$ cat config.mk
export PLATFORM = sky130hd
export DESIGN_NAME = ps2_rx_fifo
export DESIGN_NICKNAME = d
export VERILOG_FILES = /design/src/rtl/ps2_rx_fifo.sv
export SDC_FILE = /design/constraint.sdc
export NUM_CORES = 1
export LEC_CHECK = 0
export CAP_MARGIN = 20
export CORE_AREA = 2 2 98 100
export CTS_CLUSTER_SIZE = 20
export DETAILED_ROUTE_END_ITERATION = 12
export DIE_AREA = 0 0 100 102
export GPL_ROUTABILITY_DRIVEN = 0
export PLACE_DENSITY_LB_ADDON = 0.3
export REMOVE_ABC_BUFFERS = 1
export SLEW_MARGIN = 10
export SYNTH_ARGS = -nofsm -noshare
export SYNTH_HDL_FRONTEND = slang
export SYNTH_SLANG_ARGS = --single-unit
$ cat constraint.sdc
create_clock -name ck -period 5.92 [get_ports ck]
set_input_delay 1.184 -clock ck [delete_from_list [all_inputs] [get_ports ck]]
set_output_delay 1.184 -clock ck [all_outputs]
set_load 0.05 [all_outputs]
$ cat src/rtl/ps2_rx_fifo.sv
// PS/2 device-to-host receiver: pin conditioning, frame checking with parity/stop/watchdog,
// and a show-ahead byte FIFO towards the keyboard/mouse decode logic.
module ps2_rx_fifo #(
    parameter int unsigned FILTER_LEN   = 8,
    parameter int unsigned SAMPLE_DELAY = 130,
    parameter int unsigned TIMEOUT      = 3700,
    parameter int unsigned FIFO_DEPTH   = 4,
    parameter int unsigned PARITY_EN    = 1
) (
    input  logic                          ck,
    input  logic                          reset,
    input  logic                          ps2_clk,
    input  logic                          ps2_data,
    input  logic                          rd_en,
    output logic [7:0]                    rd_data,
    output logic                          rd_valid,
    output logic                          full,
    output logic [$clog2(FIFO_DEPTH):0]   count,
    output logic                          parity_err,
    output logic                          frame_err,
    output logic                          overflow,
    output logic                          timeout
);
    localparam int unsigned AW = $clog2(FIFO_DEPTH);
    localparam int unsigned CW = AW + 1;
    localparam int unsigned FW = $clog2(FILTER_LEN + 1);
    localparam int unsigned DW = $clog2(SAMPLE_DELAY + 1);
    localparam int unsigned WW = $clog2(TIMEOUT + 1);

    typedef enum logic [2:0] {IDLE, DELAY, SAMPLE, WAIT_EDGE, CHECK} state_t;

    logic [1:0]    clk_sync;
    logic [1:0]    data_sync;
    logic          fclk;
    logic          fe;
    logic [FW-1:0] fcnt;
    state_t        state;
    logic [3:0]    idx;
    logic [10:1]   frame;
    logic [DW-1:0] dcnt;
    logic [WW-1:0] wd;
    logic [7:0]    mem [FIFO_DEPTH];
    logic [AW-1:0] wptr;
    logic [AW-1:0] rptr;
    logic [CW-1:0] cnt_nxt;
    logic          pop_c;
    logic          stop_bad_c;
    logic          par_bad_c;
    logic          ovf_c;
    logic          wr_c;

    // Two-flop synchronisers; idle PS/2 lines are high
    always_ff @(posedge ck or posedge reset) begin
        if (reset) begin
            clk_sync  <= 2'b11;
            data_sync <= 2'b11;
        end else begin
            clk_sync  <= {clk_sync[0], ps2_clk};
            data_sync <= {data_sync[0], ps2_data};
        end
    end

    // Glitch filter: new level must persist FILTER_LEN samples; fe marks a filtered fall
    always_ff @(posedge ck or posedge reset) begin
        if (reset) begin
            fclk <= 1'b1;
            fcnt <= '0;
            fe   <= 1'b0;
        end else begin
            fe <= 1'b0;
            if (clk_sync[1] == fclk) begin
                fcnt <= '0;
            end else if (fcnt == FW'(FILTER_LEN - 1)) begin
                fclk <= clk_sync[1];
                fcnt <= '0;
                fe   <= fclk;
            end else begin
                fcnt <= fcnt + FW'(1);
            end
        end
    end

    // Frame acceptance decision, shared by the FSM flags and the FIFO write
    always_comb begin
        pop_c      = rd_en && rd_valid;
        stop_bad_c = !frame[10];
        par_bad_c  = (PARITY_EN != 0) && !(^frame[9:1]);
        ovf_c      = full && !pop_c;
        wr_c       = (state == CHECK) && !stop_bad_c && !par_bad_c && !ovf_c;
        cnt_nxt    = count + CW'(wr_c) - CW'(pop_c);
    end

    // Receive FSM with watchdog; wd counts cycles since the last fe, that cycle included
    always_ff @(posedge ck or posedge reset) begin
        if (reset) begin
            state      <= IDLE;
            idx        <= '0;
            frame      <= '0;
            dcnt       <= '0;
            wd         <= '0;
            parity_err <= 1'b0;
            frame_err  <= 1'b0;
            overflow   <= 1'b0;
            timeout    <= 1'b0;
        end else begin
            parity_err <= 1'b0;
            frame_err  <= 1'b0;
            overflow   <= 1'b0;
            timeout    <= 1'b0;
            if (fe)
                wd <= WW'(1);
            else if (state == IDLE)
                wd <= '0;
            else
                wd <= wd + WW'(1);

            case (state)
                IDLE: if (fe) begin
                    state <= DELAY;
                    idx   <= '0;
                    dcnt  <= '0;
                end
                DELAY: begin
                    if (dcnt == DW'(SAMPLE_DELAY - 1))
                        state <= SAMPLE;
                    else
                        dcnt <= dcnt + DW'(1);
                end
                SAMPLE: begin
                    if (idx == 4'd0) begin
                        state <= data_sync[1] ? IDLE : WAIT_EDGE;
                        idx   <= 4'd1;
                    end else begin
                        frame[idx] <= data_sync[1];
                        if (idx == 4'd10) begin
                            state <= CHECK;
                        end else begin
                            idx   <= idx + 4'd1;
                            state <= WAIT_EDGE;
                        end
                    end
                end
                WAIT_EDGE: if (fe) begin
                    state <= DELAY;
                    dcnt  <= '0;
                end
                CHECK: begin
                    state <= IDLE;
                    if (stop_bad_c)
                        frame_err <= 1'b1;
                    else if (par_bad_c)
                        parity_err <= 1'b1;
                    else if (ovf_c)
                        overflow <= 1'b1;
                end
                default: state <= IDLE;
            endcase

            if ((state == DELAY || state == SAMPLE || state == WAIT_EDGE)
                && !fe && wd == WW'(TIMEOUT - 1)) begin
                state   <= IDLE;
                timeout <= 1'b1;
            end
        end
    end

    // Show-ahead FIFO; simultaneous write and pop is accepted even when full
    always_ff @(posedge ck or posedge reset) begin
        if (reset) begin
            for (int i = 0; i < FIFO_DEPTH; i++)
                mem[i] <= 8'h00;
            wptr     <= '0;
            rptr     <= '0;
            count    <= '0;
            rd_valid <= 1'b0;
            full     <= 1'b0;
        end else begin
            if (wr_c) begin
                mem[wptr] <= frame[8:1];
                wptr      <= wptr + AW'(1);
            end
            if (pop_c)
                rptr <= rptr + AW'(1);
            count    <= cnt_nxt;
            rd_valid <= (cnt_nxt != '0);
            full     <= (cnt_nxt == CW'(FIFO_DEPTH));
        end
    end

    assign rd_data = mem[rptr];

endmodule

# --- Word-level counts from Yosys, hierarchy flattened ---
# Index checks and enable logic that the tools add are counted.
word_totals:
  out_inout_bits: 17
  input_bits: 5
  reg_bits: 92
op_classes:
  n_lt_le_gt_ge: 5
  n_reduce_logical: 26
  muxes: 39
  n_bitwise: 4
  eq_ne: 16
  addsub: 8
ops:
  columns: ["operator", "count"]
  rows:
  - ["$mux 8", 5]
  - ["$bwmux 32", 1]
  - ["$mux 12", 2]
  - ["$mux 4", 5]
  - ["$bmux 8 s2", 1]
  - ["$demux 8 s2", 1]
  - ["$pmux 8 s2", 1]
  - ["$mux 3", 5]
  - ["$mux 1", 13]
  - ["$add 12x1->12 const B", 1]
  - ["$eq 12x12->1 const B", 1]
  - ["$bwmux 10", 1]
  - ["$logic_and 1x1->1", 9]
  - ["$pmux 3 s3", 1]
  - ["$reduce_xor 9->1", 1]
  - ["$add 4x1->4 const B", 2]
  - ["$add 8x1->8 const B", 1]
  - ["$eq 8x8->1 const B", 1]
  - ["$pmux 4 s2", 1]
  - ["$eq 3x2->1 const B", 2]
  - ["$eq 3x3->1 const B", 2]
  - ["$ge 3x3->1 const B", 2]
  - ["$not 2->3", 2]
  - ["$reduce_and 2->1", 3]
  - ["26 further kinds", 34]

# --- Longest topological paths before layout ---
# Gate-level depths: netlist of run 1.
depth:
  depth_word: 8
  depth_mapped: 14

# --- Least setup slack after synthesis of run 1 ---
# No wires, ideal clock.
synth_timing:
  kind: "input-to-reg"
  startpoint: "input rd_en"
  endpoint: "register rd_valid"
  n_path_buf: 1
  arrival_ns: 3.471
  setup_time_ns: 0.131
  cell_stages: 13
  t_required_ns: 5.789
  slack_ns: 2.318
  path_cell_list: "a21bo_2 buf_1 nand3_1 mux2_4 ha_1 inv_1 ha_1 inv_1 fa_1 xor2_1 xnor2_1 inv_1 or3_1"
synth_via:
  elab_chain_len: 8
synth_lines:
  columns: ["element", "line", "source"]
  rows:
  - ["from (decl)", "14", "input logic rd_en,"]
  - ["$logic_and 1x1->1 (*)", "85", "pop_c = rd_en && rd_valid;"]
  - ["$logic_not 1->1", "88", "ovf_c = full && !pop_c;"]
  - ["$logic_and 1x1->1", "88", null]
  - ["$logic_not 1->1", "89", "wr_c = (state == CHECK) && !stop_bad_c && !par_bad_c && !ovf_c;"]
  - ["$logic_and 1x1->1", "89", null]
  - ["$add 3x1->3", "90", "cnt_nxt = count + CW'(wr_c) - CW'(pop_c);"]
  - ["$sub 3x1->3 (*)", "90", null]
  - ["named net cnt_nxt[2]", "45", "logic [CW-1:0] cnt_nxt;"]
  - ["$reduce_bool 3->1 (*)", "185", "rd_valid <= (cnt_nxt != '0);"]
  - ["to (signal assigned)", "185", null]
  - ["to (decl)", "16", "output logic rd_valid,"]
# The timed path passes the listed nets; every way through them passes the cells marked *.
# A chain may end at the register's enable or synchronous reset.

# --- Worst setup path in the final report of run 1 ---
# Same ends and word-level chain as after synthesis.

==> results of run 1 <==
[synthesized netlist by cell type (all sizes together), types with 3 or more instances]
cell,n
mux4,8
inv,16
nand4,11
dfstp,5
xnor2,11
xor2,12
nor4b,3
and2,4
mux2,45
nor3b,5
mux2i,8
nor3,5
nor2,18
and3,6
dfrtp,87
ha,14
nand3,13
o21ai,11
nand2,28
clkbuf,11
a21oi,7
[metal layers]
metal | GRT usage, % | up-vias
met4 | 5.37 | 0
met5 | 0 | -
met2 | 27.1 | 38
li1 | - | 1342
met1 | 22.2 | 1367
met3 | 4.58 | 8
[cells by family (layout without fill, tap and decap cells)]
logic type	Yosys count	after routing	share of synthesized area, %
XOR/XNOR	26	26	6.02
multiplexers	61	61	18.3
AO/OA/AOI/OAI	33	33	4.80
AND/OR/NAND/NOR	109	109	12.9
adder cells (fa/ha/maj)	15	15	4.33
buffers and inverters	29	54	2.44
flip-flops	92	92	51.2
[through the flow]
| step | setup slack (ns) | area, sq um | util (%) | total power [W] | cells |
|---|---|---|---|---|---|
| 2_1_floorplan | 2.35 | 4460 | - | 0.000920 | 352 |
| 3_3_place_gp | 1.96 | 4820 | 52.9 | 0.000971 | 485 |
| 3_5_place_dp | 1.86 | 4820 | 52.9 | 0.000981 | 485 |
| 4_1_cts | 2.25 | 5040 | 55.4 | 0.00146 | 501 |
| 5_1_grt | 2.09 | 5040 | 55.4 | 0.00153 | 501 |
| 6_report | 2.25 | 5040 | 55.4 | 0.00144 | 501 |
[state kept, by name, indices dropped and copies added (netlist names), 3 cells and up]
signal / flops
dcnt: 8
idx: 4
mem: 32
frame: 10
fcnt: 4
state: 3
count: 3
wd: 12
[worst min-delay path by stage]
stage                           start           to  slack (ns)  cells past startpoint
after floorplan           clk_sync[0]  clk_sync[1]        0.35                      0
after global placement    clk_sync[0]  clk_sync[1]        0.35                      0
after detailed placement  clk_sync[0]  clk_sync[1]        0.35                      0
after CTS                 clk_sync[0]  clk_sync[1]        0.36                      0
after global routing      clk_sync[0]  clk_sync[1]        0.36                      0
final                     clk_sync[0]  clk_sync[1]        0.36                      0
[report_power, final]
part / internal, W / switching [W] / total [W]
Combinational: 0.000101 / 0.000119 / 0.000220
Sequential: 0.000682 / 0.0000649 / 0.000747
Clock: 0.000252 / 0.000220 / 0.000472
Total: 0.00104 / 0.000404 / 0.00144
[cell type report]
cell class	instances	share of cell area [%]
clock buffers	11	2.80
repair buffers	22	4.32
flip-flops and latches	92	45.8
inverters	16	1.22
multi-input cells	244	41.5
well taps	111	2.75
clock inverters	5	1.69
[worst max-delay path: stages]
cell and delay [ns]:
clkdlybuf4s50_1 0.48, a21bo_2 0.24, nand3_1 0.09, mux2_4 0.30, ha_1 0.27, inv_1 0.06
ha_1 0.13, inv_1 0.06, fa_1 0.39, xor2_1 0.16, xnor2_1 0.17, inv_1 0.08
or3_1 0.30
==> summary.md, run 1 <==
| Metric | Value |
|---|---|
| Worst VDD drop | `0.226 mV` |
| Via count | `2755` |
| CTS tree | `yes` |
| Worst Setup EP | `rd_valid` |
| MaxCap Viol Count | `0` |
| Post-synth EDFFs | `0` |
| Final WL | `7700 um` |
| Initial core utilization | `49.5%` |
| Root Driver | `clkbuf_8` |
| Core Area | `9110 sq um` |
| IO buf count | `21` |
| Setup slack, reg-to-reg | `2.58 ns` |
| Worst r2r path cells | `12` |
| Commonest non-fill, non-tap cell in the layout | `dfrtp_1` |
| Most frequent cells in the layout | `87 x dfrtp_1, 43 x mux2_2, 28 x nand2_1` |
| Fillers | `770` |
| Worst skew pair latency | `0.36 ns` |
| Async SR Flop Fraction | `100%` |
| Max layer used | `met4` |
| Data required, critical path | `6.16 ns` |
| DR WL/cell | `15.4 um` |
| Largest net degree at the start of global routing | `53` |
| CTS Buf Count | `9` |
| Layout cells sized above 1 | `22.3%` |
| TNS Setup | `0 ns` |
| Worst-path clk slew | `0.09 ns` |
| Die ar. | `10200 sq um` |
| Rows | `35` |
| Resized cells post-CTS | `0` |
| Least-Margin Pin Slew | `0.868 ns` |
| Synth warn | `0` |
| Yosys top cell by area | `dfrtp_1` |
| Crit path launch | `rd_en` |
| Ports | `22` |
| DRC | `0` |
| WL met2 | `3650 um` |
| Relative slew slack | `42.1%` |
| Maximum operating frequency | `272 MHz` |
| Critical Path End Type | `flop` |
| Ant. Diodes | `0` |
| Global Route Usage Sum | `16.7%` |
| Synth top area cells | `dfrtp_1 48%, mux2_2 11%, mux4_2 4.0%, ha_1 3.9%, dfstp_2 2.9%` |
| Synth top area share | `48.3%` |
| Final net count | `405` |
| Period utilization | `62.0%` |
| Area Growth Syn to Fin | `11.8%` |
| Cell count after synthesis | `365` |
| Syn avg cell area | `12.4 sq um` |
| Vias in the first global route | `2744` |
| Sink Count | `92` |
| Leakage | `2.32 nW` |
| Distinct cells, synth | `53` |
| Hold Buf Count CTS | `0` |
| Crit Path Class | `in2reg` |
| Die Ht | `102 um` |
| Crit Path Max Fanout | `10` |
| Clk buf depth | `2` |
| Metal3 WL | `243 um` |
| RSZ-0062 raised after global routing | `false` |
| DRT iter0 DRCs | `99` |
| Ys flop type | `dfrtp_1` |
| Startpoint Class | `primary input` |
| Fin Hold WS | `0.360 ns` |
| Post-synthesis sequential area ratio | `51.2%` |
| R2r endpoint | `rd_valid` |
| Final hold vios | `0` |
| Fin crit period | `3.67 ns` |
| Drt first pass iters | `4` |
| Setup bufs post-CTS | `0` |
| Crit path DAT | `3.91 ns` |
| Post-DP HPWL | `5320 um` |
| Power Density | `285 nW/um^2` |
| Synth Register Bits | `92` |
| Register Area | `2310 sq um` |
| Gr ovfl total | `0` |
| Initial antenna violation count | `0` |
| Worst reg2reg startpoint | `frame[3]` |
| Mapped Area | `4510 sq um` |
| Status | `complete, no violations` |
| DRT met1 WL | `3700 um` |
| Post-route antenna net violation count | `0` |
| Setup Skew | `0.0129 ns` |
| Final setup vio count | `0` |
| H-tree levels | `3` |
| Die width | `100 um` |
| Max-slew violations | `0` |
| HP Class | `reg2reg` |
| Area occupied by multi-input gates | `2090 sq um` |
| DR vias/cell | `5.50` |
| Global-route wire length before repair | `13300 um` |
(Power assumes the default switching activity.)
==> run 2, diff against run 1 <==
==> constraint.sdc (replaced) <==
create_clock -name ck -period 2.97 [get_ports ck]
set_input_delay 0.594 -clock ck [delete_from_list [all_inputs] [get_ports ck]]
set_output_delay 0.594 -clock ck [all_outputs]
set_load 0.05 [all_outputs]
==> run 2 against run 1 <==
Global-route usage fell by 0.25 points. Critical path type is now reg2reg. Core utilization rose by 1.7 points. Clock-buffer cell count is 1 lower. Design area up 3.0%. Clock skew down 0.0044 ns. Non-clock buffer count rose by 20. Die area did not move. Critical path depth shrank 1. Hold slack gained 0.0021 ns. Largest cell class unchanged. Sequential share of layout area is 1.3 points lower. Final cell count rose by 4.0%.
==> summary.md, run 2 (same netlist as run 1, synthesis figures left out) <==
| Metric | Value |
|---|---|
| Global-route wire length before repair | `13500 um (was 13300 um)` |
| Family with the most delay on the worst path | `XOR/XNOR gates (was adder cells)` |
| Sink Count | `92 (unchanged)` |
| H-tree levels | `3 (unchanged)` |
| Setup Skew | `0.00851 ns (was 0.0129 ns)` |
| Comb power frac | `17.6% (was 15.3%)` |
| Die Ht | `102 um (unchanged)` |
| Final hold vios | `0 (unchanged)` |
| Worst VDD drop | `0.433 mV (was 0.226 mV)` |
| Max reg flops | `32 (unchanged)` |
| Switching share of power | `29.8% (was 28.1%)` |
| Die width | `100 um (unchanged)` |
| Most frequent cells in the layout | `87 x dfrtp_1, 43 x mux2_2, 28 x nand2_1 (unchanged)` |
| Layout cells sized above 1 | `27.6% (was 22.3%)` |
| Relative slew slack | `54.5% (was 42.1%)` |
| Maximum operating frequency | `345 MHz` |
| Via count | `2842 (was 2755)` |
| Worst-path clk slew | `0.09 ns (about the same)` |
| Critical Path End Type | `flop (unchanged)` |
| WP buf/inv | `3 (was 4)` |
| Drt first pass iters | `6 (was 4)` |
| DRC | `0 (unchanged)` |
| Final setup vio count | `0 (unchanged)` |
| MaxCap Viol Count | `0 (unchanged)` |
| Initial antenna violation count | `0 (unchanged)` |
| Placed Cells | `503 (was 485)` |
| Commonest non-fill, non-tap cell in the layout | `dfrtp_1 (unchanged)` |
| Crit path DAT | `3.14 ns (was 3.91 ns)` |
| CTS Buf Count | `9 (unchanged)` |
| Period utilization | `97.7%` |
| Gr ovfl total | `0 (unchanged)` |
| TNS Setup | `0 ns (unchanged)` |
| Clk buf depth | `2 (unchanged)` |
| HP Class | `reg2reg (unchanged)` |
| Int Pwr | `0.00191 W (was 0.00104 W)` |
| Regs by FF count | `mem x32, wd x12, frame x10 (unchanged)` |
| Vias in the first global route | `2871 (was 2744)` |
| Die ar. | `10200 sq um (unchanged)` |
| Clock Power Share | `28.6% (was 32.8%)` |
| Largest register by flop count | `mem (unchanged)` |
| Fin crit period | `2.90 ns` |
| Crit Path Class | `reg2reg (was in2reg)` |
| Core Area | `9110 sq um (unchanged)` |
| Worst skew pair latency | `0.35 ns (was 0.36 ns)` |
| Final WL | `7780 um (was 7700 um)` |
| Post-route antenna net violation count | `0 (unchanged)` |
| Ant. Diodes | `0 (unchanged)` |
| CP peak stage delay | `0.47 ns (was 0.48 ns)` |
| Status | `complete, no violations (unchanged)` |
| IO buf count | `21 (unchanged)` |
| Largest net degree at the start of global routing | `39 (was 53)` |
| Sw Pwr | `0.000809 W (was 0.000404 W)` |
| Worst path cell trace | `xor2_1, xnor3_2, mux2_4, ha_4, inv_4, ha_4, inv_2, fa_2, xor2_1, xnor2_1, inv_1, or3_1 (was clkdlybuf4s50_1, a21bo_2, nand3_1, mux2_4, ha_1, inv_1, ha_1, inv_1, fa_1, xor2_1, xnor2_1, inv_1, or3_1)` |
| Root Driver | `clkbuf_8 (unchanged)` |
| Fillers | `775 (was 770)` |
| Max-slew violations | `0 (unchanged)` |
| DR vias/cell | `5.45 (was 5.50)` |
| Startpoint Class | `flop (was primary input)` |
| Initial core utilization | `49.5% (unchanged)` |
| Crit-path slowest cell | `xnor3_2 (was clkdlybuf4s50_1)` |
| Final net count | `425 (was 405)` |
| DR WL/cell | `14.9 um (was 15.4 um)` |
| Area Growth Syn to Fin | `15.2% (was 11.8%)` |
| Power Density | `523 nW/um^2 (was 285 nW/um^2)` |
| Data required, critical path | `3.21 ns (was 6.16 ns)` |
| Crit Path Max Fanout | `2 (was 10)` |
| Global Route Usage Sum | `16.5% (was 16.7%)` |
| Ports | `22 (unchanged)` |
| Post-route non-filler standard cell count | `521 (was 501)` |
| DRT iter0 DRCs | `56 (was 99)` |
| CTS tree | `yes (unchanged)` |
| Leakage | `2.40 nW (was 2.32 nW)` |
| RSZ-0062 raised after global routing | `true (was false)` |
| Rows | `35 (unchanged)` |
| Least-Margin Pin Slew | `0.673 ns (was 0.868 ns)` |
| Reg power frac | `53.7% (was 51.9%)` |
| Post-DP HPWL | `5490 um (was 5320 um)` |
| Power consumption | `0.00272 W (was 0.00144 W)` |
## run 2: changes by cell type in the layout (fill, tap and decap cells not counted)
| cell | previous run | this run |
|---|---|---|
| fa_2 | 0 | 1 |
| inv_2 | 0 | 1 |
| clkinv_4 | 1 | 3 |
| buf_12 | 0 | 1 |
| ha_4 | 0 | 2 |
| clkinv_2 | 1 | 2 |
| clkbuf_1 | 1 | 0 |
| fa_1 | 1 | 0 |
| inv_4 | 0 | 1 |
| buf_4 | 1 | 20 |
| inv_1 | 15 | 13 |
| ha_1 | 14 | 12 |
| bufinv_16 | 2 | 0 |
## run 2: final cells by class
| cell class | count | area (sq um) | share of cell area [%] |
|---|---|---|---|
| inverters | 16 | 63.8 | 1.23 |
| well taps | 111 | 139 | 2.67 |
| multi-input cells | 244 | 2120 | 40.8 |
| flip-flops and latches | 92 | 2310 | 44.4 |
| clock inverters | 6 | 47.5 | 0.915 |
| repair buffers | 42 | 380 | 7.32 |
| clock buffers | 10 | 138 | 2.65 |
## run 2: final timing paths
path | slack, ns | start | to | depth (start not counted)
worst min-delay path | 0.36 | clk_sync[0] | clk_sync[1] | 0
max in group asynchronous | 1.61 | reset | data_sync[0] | 3
worst max-delay path | 0.07 | frame[4] | rd_valid | 12
worst min register to register | 0.36 | clk_sync[0] | clk_sync[1] | 0
worst max register to register | 0.07 | frame[4] | rd_valid | 12
min in group asynchronous | 0.63 | reset | fcnt[1] | 2
## run 2: power groups by stage
stage	clock network, W	registers [W]	logic, W
after floorplan	0	0.00148	0.000359
after global placement	0	0.00148	0.000471
after detailed placement	0	0.00148	0.000481
after CTS	0.000807	0.00146	0.000483
after global routing	0.000861	0.00148	0.000546
final	0.000779	0.00146	0.000479
## run 2: metrics by stage
stage	area [sq um]	hold slack (ns)	setup slack (ns)	util, %
2_1_floorplan	4460	0.345	-0.189	-
3_3_place_gp	4960	0.346	-0.279	54.5
3_5_place_dp	4960	0.349	-0.298	54.5
4_1_cts	5190	0.364	-0.0248	57.0
6_report	5190	0.362	0.0680	57.0
5_1_grt	5190	0.370	-0.119	57.0
## run 2: repair_timing
action / 4_1_cts / 5_1_grt
setup endpoints to repair: 1 / 2
resized for setup: 6 / 1
setup buffers: 2 / 0
pin swaps: 4 / 4
hold buffers: 0 / 0
## run 2: metal layers
metal,vias up,share of wire (%),GRT usage [%]
li1,1377,-,-
met1,1420,46,21.8
met2,36,51,28.1
met3,9,2.2,3.49
met4,0,0.85,4.11
met5,-,0,0
